### src/rtl/img_preproc_pkg.sv
// Shared types for the image pre-processing stream.
//   mode_t  : per-frame pixel operation select
//   state_t : frame tracking FSM states
package img_preproc_pkg;

  localparam int unsigned MODE_W = 2;

  typedef enum logic [MODE_W-1:0] {
    MODE_PASS    = 2'd0,
    MODE_INVERT  = 2'd1,
    MODE_THRESH  = 2'd2,
    MODE_ADD_SAT = 2'd3
  } mode_t;

  typedef enum logic {
    ST_IDLE   = 1'b0,
    ST_ACTIVE = 1'b1
  } state_t;

endpackage

### src/rtl/img_preproc_lane.sv
// Combinational single-lane pixel operation.
//   mode    : operation (PASS / INVERT / THRESH / ADD_SAT)
//   param   : threshold or additive offset
//   pix_in  : input pixel
//   pix_out : processed pixel
module img_preproc_lane
  import img_preproc_pkg::*;
#(
  parameter int unsigned PIX_W = 8
) (
  input  mode_t            mode,
  input  logic [PIX_W-1:0] param,
  input  logic [PIX_W-1:0] pix_in,
  output logic [PIX_W-1:0] pix_out
);

  logic [PIX_W:0] sum;

  // Saturating add is evaluated one bit wider so the carry flags overflow.
  always_comb begin
    sum     = {1'b0, pix_in} + {1'b0, param};
    pix_out = pix_in;
    case (mode)
      MODE_PASS:    pix_out = pix_in;
      MODE_INVERT:  pix_out = ~pix_in;
      MODE_THRESH:  pix_out = (pix_in >= param) ? {PIX_W{1'b1}} : {PIX_W{1'b0}};
      MODE_ADD_SAT: pix_out = sum[PIX_W] ? {PIX_W{1'b1}} : sum[PIX_W-1:0];
      default:      pix_out = pix_in;
    endcase
  end

endmodule

### src/rtl/img_preproc_stream.sv
// Two-stage streaming pixel processor with per-frame mode/param latching.
//   clock, reset          : rising-edge clock, async active-high reset
//   in_data/in_valid      : input word, transfers when in_valid && !upstream_stall
//   upstream_stall        : block cannot accept this cycle
//   mode/param            : operation select, sampled at frame start
//   out_data/out_valid    : processed word
//   out_last              : final word of a frame
//   downstream_stall      : consumer not ready, output holds
//   busy                  : frame partially accepted
module img_preproc_stream
  import img_preproc_pkg::*;
#(
  parameter int unsigned PIX_W       = 8,
  parameter int unsigned LANES       = 4,
  parameter int unsigned FRAME_WORDS = 16
) (
  input  logic                     clock,
  input  logic                     reset,
  input  logic [PIX_W*LANES-1:0]   in_data,
  input  logic                     in_valid,
  output logic                     upstream_stall,
  input  logic [MODE_W-1:0]        mode,
  input  logic [PIX_W-1:0]         param,
  output logic [PIX_W*LANES-1:0]   out_data,
  output logic                     out_valid,
  output logic                     out_last,
  input  logic                     downstream_stall,
  output logic                     busy
);

  localparam int unsigned DATA_W = PIX_W * LANES;
  localparam int unsigned CNT_W  = (FRAME_WORDS > 2) ? $clog2(FRAME_WORDS) : 1;

  state_t            state;
  logic [CNT_W-1:0]  word_cnt;
  mode_t             frame_mode;
  logic [PIX_W-1:0]  frame_param;

  logic              s1_valid;
  logic [DATA_W-1:0] s1_data;
  logic              s1_last;

  logic              s2_en;
  logic              s1_en;
  logic              accept;
  logic              last_tag;
  mode_t             eff_mode;
  logic [PIX_W-1:0]  eff_param;
  logic [DATA_W-1:0] lane_out;

  // Stage enables depend only on registered state and downstream_stall.
  always_comb begin
    s2_en          = !out_valid || !downstream_stall;
    s1_en          = !s1_valid || s2_en;
    upstream_stall = !s1_en;
    accept         = in_valid && s1_en;
    last_tag       = (state == ST_ACTIVE) && (word_cnt == CNT_W'(FRAME_WORDS - 1));
  end

  // First word of a frame uses live mode/param; later words use the latched copy.
  always_comb begin
    eff_mode  = frame_mode;
    eff_param = frame_param;
    if (state == ST_IDLE) begin
      eff_mode  = mode_t'(mode);
      eff_param = param;
    end
  end

  for (genvar i = 0; i < LANES; i++) begin : g_lane
    img_preproc_lane #(
      .PIX_W (PIX_W)
    ) u_lane (
      .mode    (eff_mode),
      .param   (eff_param),
      .pix_in  (in_data[i*PIX_W +: PIX_W]),
      .pix_out (lane_out[i*PIX_W +: PIX_W])
    );
  end

  // Frame tracking FSM; advances only on accepted words.
  always_ff @(posedge clock or posedge reset) begin
    if (reset) begin
      state       <= ST_IDLE;
      word_cnt    <= '0;
      frame_mode  <= MODE_PASS;
      frame_param <= '0;
    end else if (accept) begin
      case (state)
        ST_IDLE: begin
          frame_mode  <= mode_t'(mode);
          frame_param <= param;
          word_cnt    <= CNT_W'(1);
          state       <= ST_ACTIVE;
        end
        ST_ACTIVE: begin
          if (last_tag) begin
            word_cnt <= '0;
            state    <= ST_IDLE;
          end else begin
            word_cnt <= word_cnt + CNT_W'(1);
          end
        end
        default: state <= ST_IDLE;
      endcase
    end
  end

  assign busy = (state == ST_ACTIVE);

  // S1: computed word plus its last tag.
  always_ff @(posedge clock or posedge reset) begin
    if (reset) begin
      s1_valid <= 1'b0;
      s1_data  <= '0;
      s1_last  <= 1'b0;
    end else if (s1_en) begin
      s1_valid <= accept;
      if (accept) begin
        s1_data <= lane_out;
        s1_last <= last_tag;
      end
    end
  end

  // S2: output register, held while the consumer stalls.
  always_ff @(posedge clock or posedge reset) begin
    if (reset) begin
      out_valid <= 1'b0;
      out_data  <= '0;
      out_last  <= 1'b0;
    end else if (s2_en) begin
      out_valid <= s1_valid;
      out_data  <= s1_data;
      out_last  <= s1_last;
    end
  end

endmodule

### config.mk
export PLATFORM = sky130hd
export DESIGN_NAME = img_preproc_stream
export DESIGN_NICKNAME = d
export VERILOG_FILES = /design/src/rtl/img_preproc_pkg.sv /design/src/rtl/img_preproc_lane.sv /design/src/rtl/img_preproc_stream.sv
export SDC_FILE = /design/constraint.sdc
export NUM_CORES = 1
export LEC_CHECK = 0
export CORE_MARGIN = 2
export CORE_UTILIZATION = 30
export CTS_CLUSTER_DIAMETER = 40
export DETAILED_ROUTE_END_ITERATION = 10
export PLACE_DENSITY = 0.57
export SYNTH_ARGS = -nofsm -noshare
export SYNTH_HDL_FRONTEND = slang
export SYNTH_SLANG_ARGS = --single-unit
### constraint.sdc
create_clock -name clock -period 4.9 [get_ports clock]
set_input_delay 0.98 -clock clock [delete_from_list [all_inputs] [get_ports clock]]
set_output_delay 0.98 -clock clock [all_outputs]
set_load 0.02 [all_outputs]
==> out/metrics.cfg <==
[die]
rows=51
core_mm2=0.01959
die-area_mm2=0.02121
ios=82
die_w_um=145.6
start_util_pct=30.71
die_y_um=145.6

[drt]
drc=0
post_drt_via_cell_ratio=5.095
ant_nets=0
wire_per_inst_um=18.39
drt_iter0_drc=363
routed_wl_um=18070
dr.pass1.iters=5
num_vias=5008

[placement]
place_hpwl_um=13680
gp_congestion=0.9234
io_buffer_count=81

[cts]
clock_path_buffers=2
cts_resized=0
path_clk_slew_ns=0.06
cts_hold_buf=0
cts_setup_buffers=0
cts_buffers=9
clock_latency_ns=0.35
clock-sinks=83
cts_tree=yes
h-tree-depth=3
clock-root-buffer=clkbuf_16

[timing]
maxSlewHeadroom_pct=39.35
setup_tns_ns=0
clock_skew_ns=0.01078
final_max_slew_viol_count=0
period_share_pct=78.41
rsz0062_at_grt=false
setup_violations=0
fin_crit_ns=3.842
worst_pin_slew_ns=0.8845
max_freq_mhz=260.3
hold_violations=0

[synthesis]
ys_types=64
ys_ff_latch=83
syn_nets=749
ys.flop_type=dfrtp_1
synth_edf_count=0
netlist_area_mm2=0.006017
synth-async-reset-ratio_pct=100.0
synth_seq_area_share_pct=34.52
ys_warn_count=0
synthCells=630
syn_area_per_cell_um2=9.551

[critical_path]
slowest_delay_ns=0.51
critPathCaptureType=register
worstSetupStartpointType=input port
criticalPathCategory=in -> reg
crit_arrival_ns=4.10
slowest_stage=fa_1
cp.required_ns=5.16
path_max_fanout=8
worstPathCellList=clkdlybuf4s50_1, mux2i_1, inv_1, fa_1, nor2b_1, o311a_1, o21a_1, or3_1, a31o_2, a21oi_1
rrSetupSlack_ns=1.27

[cells_and_area]
finalNetCount=832
area_growth_pct=24.18
antennaDiodeCount=0
fillers=1949
post_route_cells_drive_above_1_share_pct=11.42

[global_route]
overflow=0
grt_pass1_vias=4901
grt_pass1_wl_um=28170
grtUsageTotal_pct=16.97
grt_max_degree=36
antenna_found_initial=0

[power]
p_leak_nw=3.250
power_density_mw_per_mm2=600.2
vdd_ir_drop_max_mv=0.1645
total_power_mw=4.485

[flow_run]
cap_violations=0

[status]
outcome=finished, final reports clean

[hold_path]
hp-class=reg -> reg

cell type report:
| type | instances | area, um2 | area share, % |
|---|---|---|---|
| repair buffers | 98 | 938.4 | 12.56 |
| flip-flops and latches | 83 | 2077 | 27.80 |
| multi-input cells | 498 | 3709 | 49.63 |
| clock buffers | 11 | 242.7 | 3.248 |
| well taps | 265 | 331.6 | 4.437 |
| inverters | 23 | 87.58 | 1.172 |
| clock inverters | 5 | 86.33 | 1.155 |
path summary, 6_finish.rpt:
path | startpoint | to | cells after the start
worst max-delay path | param[1] | s1_data[30]$_DFFE_PP0P_ | 10
worst min-delay path | s1_valid$_DFFE_PP0N_ | out_valid$_DFFE_PP0P_ | 1
worst max register to register | busy$_DFFE_PP0P_ | s1_data[30]$_DFFE_PP0P_ | 9
worst min register to register | s1_valid$_DFFE_PP0N_ | out_valid$_DFFE_PP0P_ | 1
max in group asynchronous | reset | s1_data[5]$_DFFE_PP0P_ | 3
min in group asynchronous | reset | s1_data[21]$_DFFE_PP0P_ | 2
sequential cells by signal (all words and copies together) (netlist names):
| signal | cells |
|---|---|
| out_data | 32 |
| s1_data | 32 |
| frame_param | 8 |
| word_cnt | 4 |
| frame_mode | 2 |
| busy | 1 |
| out_last | 1 |
| out_valid | 1 |
| s1_last | 1 |
| s1_valid | 1 |
worst max-delay path: cells and delay by family:
kind	cells	cell delay [ns]
compound gates	4	0.84
fa+ha+maj	1	0.51
buf+inv	2	0.81
mux	1	0.48
simple gates	2	0.47
cell usage in the layout, fill, tap and decap left out, drive strengths merged, types with 9 or more instances in the layout:
cell type / count
nand2: 40
buf: 17
clkbuf: 11
nand3: 9
dfrtp: 83
o22ai: 19
nand2b: 11
a21oi: 38
nor2b: 18
clkdlybuf4s50: 81
inv: 22
ha: 69
mux2i: 12
a31oi: 12
mux2: 39
nor2: 49
nor3: 18
o21ai: 47
xnor2: 10
through the flow:
stage               area, um2  hold slack, ns  instances  utilization [%]  setup WS (ns)
finish                   7472          0.4562        983            38.14          1.058
CTS                      7472          0.4584        983            38.14          1.073
global placement         7143          0.4393        967            36.46         0.7843
detailed placement       7143          0.4447        967            36.46         0.7162
global route             7472          0.4918        983            38.14         0.8705
floorplan                6017          0.4326        630                -          1.294
per-layer routing:
metal / global-route usage [%] / wire length [um] / share of wire [%]
met3: 2.853 / 771 / 4.3
met2: 27.06 / 8249 / 46
met1: 23.88 / 8805 / 49
met4: 4.510 / 246 / 1.4
met5: 0 / 0 / 0
power by group:
| group | internal (mW) | switching [mW] |
|---|---|---|
| registers | 1.00 | 0.209 |
| logic | 1.12 | 1.40 |
| clock network | 0.464 | 0.298 |
synth_stat cells (3+ instances only):
library cell | count | area [um2]
dfrtp_1 | 83 | 2077
ha_1 | 69 | 863.3
nor2_1 | 49 | 183.9
o21ai_0 | 41 | 205.2
nand2_1 | 40 | 150.1
mux2_2 | 39 | 439.2
a21oi_1 | 38 | 190.2
inv_1 | 23 | 86.33
o22ai_1 | 19 | 118.9
nor3_1 | 18 | 90.09
nor2b_1 | 17 | 106.4
clkbuf_1 | 13 | 48.80
mux2i_1 | 12 | 120.1
a31oi_1 | 11 | 68.82
nand2b_1 | 11 | 68.82
xnor2_1 | 10 | 87.58
nand3_1 | 9 | 45.04
o21a_1 | 8 | 60.06
o21bai_1 | 8 | 60.06
xor2_1 | 8 | 70.07
a211oi_1 | 7 | 52.55
o21ai_1 | 6 | 30.03
o31ai_1 | 5 | 37.54
a21o_1 | 4 | 30.03
buf_1 | 4 | 15.01
buf_2 | 4 | 20.02
fa_1 | 4 | 80.08
nand3b_1 | 4 | 30.03
o22a_1 | 4 | 35.03
o32ai_1 | 4 | 35.03
a21boi_0 | 3 | 22.52
a22o_1 | 3 | 26.28
and2_1 | 3 | 18.77
nand4_1 | 3 | 18.77
o211ai_1 | 3 | 22.52
o41ai_1 | 3 | 26.28
or3_1 | 3 | 18.77
logic make-up after synthesis:
kind of cell,after synthesis,synth area share (%)
AO/OA/AOI/OAI,189,20.48
XOR/XNOR,18,2.620
adder cells (fa/ha/maj),73,15.68
buffers and inverters,49,3.847
multiplexers,51,9.295
flip-flops,83,34.52
AND/OR/NAND/NOR,167,13.56
No activity file was read; power rests on OpenSTA's default activity.
